$ cat config.mk
export PLATFORM = sky130hd
export DESIGN_NAME = multi_channel_clock_divider
export DESIGN_NICKNAME = d
export VERILOG_FILES = /design/src/rtl/multi_channel_clock_divider.sv
export SDC_FILE = /design/constraint.sdc
export NUM_CORES = 1
export LEC_CHECK = 0
export ABC_AREA = 1
export BUFFER_PORTS_ARGS = -buffer_cell sky130_fd_sc_hd__buf_4
export CELL_PAD_IN_SITES_DETAIL_PLACEMENT = 0
export CELL_PAD_IN_SITES_GLOBAL_PLACEMENT = 1
export CORE_UTILIZATION = 45
export CTS_BUF_LIST = sky130_fd_sc_hd__clkbuf_2 sky130_fd_sc_hd__clkbuf_4 sky130_fd_sc_hd__clkbuf_8
export CTS_CLUSTER_DIAMETER = 50
export DETAILED_ROUTE_END_ITERATION = 10
export PLACE_DENSITY = 0.81
export SYNTH_ARGS = -nofsm -noshare
export SYNTH_HDL_FRONTEND = slang
export SYNTH_SLANG_ARGS = --single-unit
$ cat constraint.sdc
create_clock -name inp_clk -period 1.65 [get_ports inp_clk]
set_input_delay 0.165 -clock inp_clk [delete_from_list [all_inputs] [get_ports inp_clk]]
set_output_delay 0.165 -clock inp_clk [all_outputs]
set_load 0.02 [all_outputs]
$ cat src/rtl/multi_channel_clock_divider.sv
// rtl/multi_channel_clock_divider.sv - NUM_CH programmable clock/enable dividers with staged, boundary-applied config
// Optional CLKDIV_SYNC_EN adds sync_start to phase-align all enabled channels.
module multi_channel_clock_divider #(
    parameter int NUM_CH      = 4,
    parameter int CNT_W       = 16,
    parameter int DEFAULT_DIV = 40,
    localparam int CH_W       = (NUM_CH > 1) ? $clog2(NUM_CH) : 1
) (
    input  logic              inp_clk,
    input  logic              inp_rst_n,
`ifdef CLKDIV_SYNC_EN
    input  logic              sync_start,
`endif
    input  logic              cfg_valid,
    output logic              cfg_ready,
    input  logic [CH_W-1:0]   cfg_ch,
    input  logic [CNT_W-1:0]  cfg_div,
    input  logic              cfg_mode,
    input  logic [NUM_CH-1:0] ch_en,
    output logic [NUM_CH-1:0] out_clk,
    output logic [NUM_CH-1:0] out_tick
);

    localparam int CH_N = 1 << CH_W;
    localparam logic [CNT_W-1:0] RST_DIV = CNT_W'(DEFAULT_DIV);

    logic              sync_w;
    logic [NUM_CH-1:0] pending;
    logic [CH_N-1:0]   pend_ext;

`ifdef CLKDIV_SYNC_EN
    assign sync_w = sync_start;
`else
    assign sync_w = 1'b0;
`endif

    // Unused channel codes read as permanently busy, so they are never accepted.
    always_comb begin
        pend_ext              = '1;
        pend_ext[NUM_CH-1:0]  = pending;
    end

    assign cfg_ready = ~pend_ext[cfg_ch] & ~sync_w;

    for (genvar i = 0; i < NUM_CH; i++) begin : g_ch
        logic [CNT_W-1:0] cnt;
        logic [CNT_W-1:0] div;
        logic [CNT_W-1:0] stg_div;
        logic             mode;
        logic             stg_mode;
        logic             pend;
        logic             clk_q;
        logic             tick_q;
        logic             acc;

        assign acc        = cfg_valid & cfg_ready & (cfg_ch == CH_W'(i));
        assign pending[i] = pend;
        assign out_clk[i] = clk_q;
        assign out_tick[i] = tick_q;

        always_ff @(posedge inp_clk or negedge inp_rst_n) begin
            if (!inp_rst_n) begin
                cnt      <= RST_DIV;
                div      <= RST_DIV;
                stg_div  <= RST_DIV;
                mode     <= 1'b0;
                stg_mode <= 1'b0;
                pend     <= 1'b0;
                clk_q    <= 1'b0;
                tick_q   <= 1'b0;
            end else begin
                // acc implies pend==0, so it never collides with the clears below
                if (acc) begin
                    stg_div  <= cfg_div;
                    stg_mode <= cfg_mode;
                    pend     <= 1'b1;
                end
                if (!ch_en[i] || sync_w) begin
                    cnt    <= pend ? stg_div : div;
                    clk_q  <= 1'b0;
                    tick_q <= 1'b0;
                    if (pend) begin
                        div  <= stg_div;
                        mode <= stg_mode;
                        pend <= 1'b0;
                    end
                end else if (cnt == '0) begin
                    tick_q <= 1'b1;
                    if (pend) begin
                        cnt   <= stg_div;
                        div   <= stg_div;
                        mode  <= stg_mode;
                        pend  <= 1'b0;
                        clk_q <= (stg_mode != mode) ? 1'b0 : (mode ? 1'b1 : ~clk_q);
                    end else begin
                        cnt   <= div;
                        clk_q <= mode ? 1'b1 : ~clk_q;
                    end
                end else begin
                    cnt    <= cnt - 1'b1;
                    tick_q <= 1'b0;
                    if (mode) clk_q <= 1'b0;
                end
            end
        end
    end

endmodule

After elaboration in Yosys (flattened, before gate mapping)
Index checks and enable logic that the tools add are counted.

word-level totals
  word-level logic and storage cells = 149
  bits in registers = 212
  bits of input ports = 26
  output and inout bits = 9

cells by class
  reduce and logical (&&, ||, !) cells = 5
  add/sub/neg operators = 4
  order comparisons = 1
  mux-type cells = 82
  equality and inequality tests = 15
  bitwise gates (word level) = 10

operator list
  cell                                                                           number
  16-bit two-way mux                                                             20
  16-bit zero test                                                               4
  16-bit by 1-bit subtractor with 16-bit output (second input constant)          4
  1-bit two-way mux                                                              61
  3-bit by 1-bit != test with 1-bit output (second input constant)               4
  2-bit by 1-bit != test with 1-bit output (second input constant)               4
  1-bit bitwise AND                                                              5
  1-bit NOT                                                                      5
  2-bit == test (second input constant)                                          2
  1-bit != test                                                                  4
  2-bit by 3-bit less-than comparator with 1-bit output (second input constant)  1
  1-bit binary-select mux with 2-bit select                                      1
  2-bit by 1-bit == test with 1-bit output (second input constant)               1
  2-bit zero test                                                                1

Logic depth before layout (Yosys ltp)
  depth after elaboration = 9
  mapped depth = 10
  depth with buffers taken out = 9

Least setup slack after synthesis
No wires, ideal clock.

  kind = flip-flop to flip-flop
  from = reg g_ch[1].cnt[0]
  to = reg g_ch[1].div[10]
  buffers on the path = 2
  cell stages (with the launch flop) = 10
  data arrival time = 1.360 ns
  required time = 1.520 ns
  slack = 0.160 ns
  setup time = 0.130 ns
  period minus slack after synthesis = 1.490 ns
  cells stage by stage = dfrtp_1 > inv_1 > ha_1 > nand2_1 > nor2_1 > nand2_1 > nand2_1 > buf_4 > clkbuf_1 > o21ai_0

between the ends
  longest elaborated chain between the ends = 2

ends and longest elaborated chain
  item                                                       RTL line  RTL
  start: declaration                                         46        logic [CNT_W-1:0] cnt;
  start signal: assignment                                   79        cnt <= pend ? stg_div : div;
  start signal: assignment                                   90        cnt <= stg_div;
  start signal: assignment                                   96        cnt <= div;
  16-bit zero test                                           87        end else if (cnt == '0) begin
  2-bit by 1-bit != test with 1-bit output (no source line)  n/a
  end signal: assignment                                     83        div <= stg_div;
  end signal: assignment                                     91        div <= stg_div;
  end: declaration                                           47        logic [CNT_W-1:0] div;

Every way passes these cells.
A chain may end at the register's enable or synchronous reset.

Worst setup path after layout
  from = reg g_ch[3].pend
  to = out cfg_ready

between the ends
  longest elaborated chain between the ends = 3

ends and longest elaborated chain
  item                                       RTL line  RTL
  start: declaration                         51        logic pend;
  start signal: assignment                   68        pend <= 1'b0;
  start signal: assignment                   76        pend <= 1'b1;
  start signal: assignment                   85        pend <= 1'b0;
  1-bit binary-select mux with 2-bit select  43        assign cfg_ready = ~pend_ext[cfg_ch] & ~sync_w;
  1-bit two-way mux (implied by the code)    43
  1-bit NOT                                  43
  end: declaration                           15        output logic cfg_ready,

Every way passes these cells. The select of a mux whose other input is x is not followed.

==> tab_implementation.tex <==
\begin{tabular}{lr}
\hline
Metric & Value \\
\hline
\multicolumn{2}{l}{\textbf{Drt}} \\
\quad Number of design rule violations left after detail routing & 0 \\
\quad Number of DRC markers in iteration 0 & 440 \\
\quad TritonRoute pass-1 iters & 5 \\
\quad Routed vias/inst & 4.92 \\
\quad Routed vias & 8,881 \\
\quad Per-cell routed wire length & 14.2 µm \\
\quad Residual antenna-violating net count after detailed routing & 0 \\
\quad Wire length after detailed routing & 25.6 mm \\
\multicolumn{2}{l}{\textbf{Min path}} \\
\quad Class of the tightest hold or removal check & in2reg \\
\quad Hold path startpoint & cfg\_valid \\
\multicolumn{2}{l}{\textbf{Synth}} \\
\quad Post-synthesis instance area & 10,500 µm² \\
\quad Part of the Yosys area used for sequential elements & 50.7\% \\
\quad Number of standard cells after synthesis & 1,367 \\
\quad Number of warnings issued by yosys & 0 \\
\quad Post-synth top area cell & sky130\_fd\_sc\_hd\_\_dfrtp\_1 \\
\quad Area share of the largest cell type after synthesis & 44.7\% \\
\quad FF+latch count, synth & 212 \\
\quad Mean cell area of the mapped netlist & 7.69 µm² \\
\quad Synthesized netlist net count & 1,401 \\
\quad Count of unique library cells instantiated by Yosys & 28 \\
\quad Biggest area contributors in the synthesized netlist & sky130\_fd\_sc\_hd\_\_dfrtp\_1, sky130\_fd\_sc\_hd\_\_nand2\_1, sky130\_fd\_sc\_hd\_\_o21ai\_0 \\
\multicolumn{2}{l}{\textbf{Place}} \\
\quad RD Place Congestion & 0.830 \\
\quad Sum of net half-perimeters after detailed placement & 17.4 mm \\
\quad PortBufs & 34 \\
\quad Cell Count Post-Placement & 1,702 \\
\multicolumn{2}{l}{\textbf{Worst setup path}} \\
\quad Sequence of cells on the critical path & nand2\_2, nand2\_4, nor2\_8, buf\_12, buf\_8 \\
\quad Reg2Reg Launch Point & g\_ch[3].pend \\
\quad Critical path arrival & 1.44 ns \\
\quad Critical path type & reg2out \\
\quad Cell family with the largest share of critical-path delay & flip-flops \\
\quad Launching element type of the critical path & flip-flop \\
\quad Slowest library cell on the worst path & sky130\_fd\_sc\_hd\_\_dfrtp\_2 \\
\quad Data required time of the critical path & 1.48 ns \\
\quad Crit path capture type & primary output \\
\quad Minimum setup slack among reg-to-reg paths & 0.10 ns \\
\quad Top fanout value on the critical path & 2 \\
\quad CP startpoint & g\_ch[3].pend \\
\quad Peak per-stage delay on the critical path & 0.45 ns \\
\quad Number of buffers and inverters on the critical path & 2 \\
\multicolumn{2}{l}{\textbf{STA}} \\
\quad Tcrit/Tclk final & 97.5\% \\
\quad Unrepaired setup endpoints after global routing & yes \\
\quad Pins over their slew limit & 0 \\
\quad Total negative slack & 0 ns \\
\quad Final Hold Violating Endpoints & 0 \\
\quad Clk\_skew & 0.0280 ns \\
\quad Final setup vio count & 0 \\
\quad Slew headroom & 72.9\% \\
\quad Slew at the pin closest to its max-slew limit & 0.405 ns \\
\quad Tmin final & 1.61 ns \\
\quad Upper clock frequency limit & 621 MHz \\
\multicolumn{2}{l}{\textbf{Global routing}} \\
\quad Via count of the first global-routing pass & 8,793 \\
\quad Initial antenna violation count & 0 \\
\quad Global-route wire length before repair & 42.7 mm \\
\quad Largest net degree at the start of global routing & 48 \\
\quad GRT Resource Usage Total & 22.3\% \\
\quad Global-route congestion overflow total & 0 \\
\multicolumn{2}{l}{\textbf{Power}} \\
\quad Switching share of power & 36.8\% \\
\quad Net Sw Power & 7640 µW \\
\quad Peak supply drop & 0.810 mV \\
\quad Share of power burned in combinational logic & 33.7\% \\
\quad Reported leakage power & 0.00647 µW \\
\quad Cell-internal power & 13,100 µW \\
\quad Clock power frac & 26.9\% \\
\quad Relative contribution of sequential cells to total power & 39.4\% \\
\quad Power density over the cells & 1640 nW/µm² \\
\multicolumn{2}{l}{\textbf{Layout}} \\
\quad Number of cells in the finished layout apart from fillers & 1,804 \\
\quad Commonest non-fill, non-tap cells in the layout & sky130\_fd\_sc\_hd\_\_nand2\_1, sky130\_fd\_sc\_hd\_\_dfrtp\_1, sky130\_fd\_sc\_hd\_\_o21ai\_0 \\
\quad Nets@finish & 1,494 \\
\quad Most frequent standard cell in the layout excluding fill and tap cells & sky130\_fd\_sc\_hd\_\_nand2\_1 \\
\quad Utilization after layout & 55.7\% \\
\quad Fraction of layout cells with a size suffix above 1 & 15.0\% \\
\quad Area grow syn2layout & 20.6\% \\
\quad Number of antenna repair diodes & 0 \\
\multicolumn{2}{l}{\textbf{Clock tree}} \\
\quad Sinks on Clock Net & 212 \\
\quad H-tree levels & 2 \\
\quad Clock Path Buffers & 3 \\
\quad Latest clock arrival within the worst-skew pair & 0.55 ns \\
\quad Clk slew on worst S/H paths & 0.06 ns \\
\quad TritonCTS Buffers & 39 \\
\quad Clock tree from TritonCTS & built \\
\quad Clk Tree Root Cell & sky130\_fd\_sc\_hd\_\_clkbuf\_8 \\
\multicolumn{2}{l}{\textbf{Floorplan}} \\
\quad Core Footprint & 22,800 µm² \\
\quad Top-level I/O count & 35 \\
\quad Initial core utilization & 46.2\% \\
\quad Cell row count & 55 \\
\quad Die Y & 155 µm \\
\quad Die Outline Area & 24,000 µm² \\
\quad Die Span X & 155 µm \\
\multicolumn{2}{l}{\textbf{Outcome}} \\
\quad Outcome & completed \\
\multicolumn{2}{l}{\textbf{Job}} \\
\quad Number of max-cap violations & 0 \\
\hline
\end{tabular}
-- worst register-to-register path, stage by stage (launching register included) --
cell and delay [ns]:
sky130_fd_sc_hd__dfrtp_2 0.45, sky130_fd_sc_hd__nand2_2 0.10, sky130_fd_sc_hd__nand2_4 0.07, sky130_fd_sc_hd__nor2_8 0.09, sky130_fd_sc_hd__buf_4 0.12, sky130_fd_sc_hd__buf_4 0.16
sky130_fd_sc_hd__nand3_4 0.15, sky130_fd_sc_hd__buf_4 0.20, sky130_fd_sc_hd__nand2_1 0.05, sky130_fd_sc_hd__nand2_1 0.05
-- kinds of logic (layout without fill, tap and decap cells) --
family	count (synthesis)	in the layout	share of synthesized area [%]
flops	212	212	50.7
buf+inv	198	322	7.84
compound gates	156	156	7.45
xor+xnor	29	29	2.41
fa+ha+maj	8	8	0.952
simple gates	764	764	30.6
-- what timing repair did --
action / 4_1_cts / 5_1_grt
hold buffers: 22 / 0
setup buffers: 3 / 0
endpoints found under the hold margin: 268 / 0
gates cloned: 1 / 4
resized for setup: 6 / 25
endpoints found under the setup margin: 2 / 102
pin swaps: 2 / 5
-- power groups by stage --
| stage | Sequential [µW] | Combinational (µW) | Clock, µW |
|---|---|---|---|
| 2_1_floorplan | 7930 | 5060 | 0 |
| 3_3_place_gp | 8210 | 6630 | 0 |
| 3_5_place_dp | 8250 | 6720 | 0 |
| 4_1_cts | 8180 | 6850 | 5740 |
| 5_1_grt | 8400 | 8260 | 5930 |
| 6_report | 8190 | 6990 | 5600 |
-- final cells by class --
| type | count | area [µm²] |
|---|---|---|
| Clock inverter | 8 | 104 |
| Tap cell | 313 | 392 |
| Inverter | 134 | 503 |
| Timing Repair Buffer | 116 | 1140 |
| Sequential cell | 212 | 5340 |
| Clock buffer | 64 | 787 |
| Multi-Input combinational cell | 957 | 4430 |
| Fill cell | 2168 | 10100 |
-- worst paths after layout --
check,cells past startpoint,to
setup / recovery,5,cfg_ready
min in group asynchronous,2,g_ch[3].clk_q
hold reg to reg,2,g_ch[0].stg_div[5]
hold / removal,3,g_ch[0].stg_div[9]
setup reg to reg,9,g_ch[3].stg_mode
max in group asynchronous,3,g_ch[3].stg_div[5]
-- metrics by stage --
step	hold WS, ns	power (µW)	setup slack, ns	instance area (µm²)
3_3_place_gp	0.136	14800	0.0643	11300
2_1_floorplan	-0.131	13000	0.160	10500
6_report	0.0321	20800	0.0407	12700
3_5_place_dp	0.129	15000	0.0218	11300
5_1_grt	0.0357	22600	-0.0111	12700
4_1_cts	0.000689	20800	0.00231	12500
-- sequential cells by signal, summed over array words and instances, names as in the netlist --
name	cells
g_ch.cnt	64
g_ch.div	64
g_ch.stg_div	64
g_ch.clk_q	4
g_ch.mode	4
g_ch.pend	4
g_ch.stg_mode	4
g_ch.tick_q	4
-- cell usage after synthesis, drive strengths merged --
cell type	instances
a21oi	8
and2	1
buf	29
clkbuf	35
dfrtp	188
dfstp	24
ha	8
inv	134
nand2	522
nand3	54
nand4	77
nor2	108
nor3	1
nor4	1
o21ai	147
o21bai	1
xnor2	10
xor2	19
-- layer usage --
metal  routed length [µm]  vias up  share of wire (%)  track usage (%)
met1                12100     4121                 47             30.6
li1                     -     4552                  -                -
met5                    0        -                  0                0
met2                11900      162                 46             36.1
met3                 1150       46                4.5             3.84
met4                  520        0                2.0             7.12
Note: power is estimated with default switching activity, not from simulation.
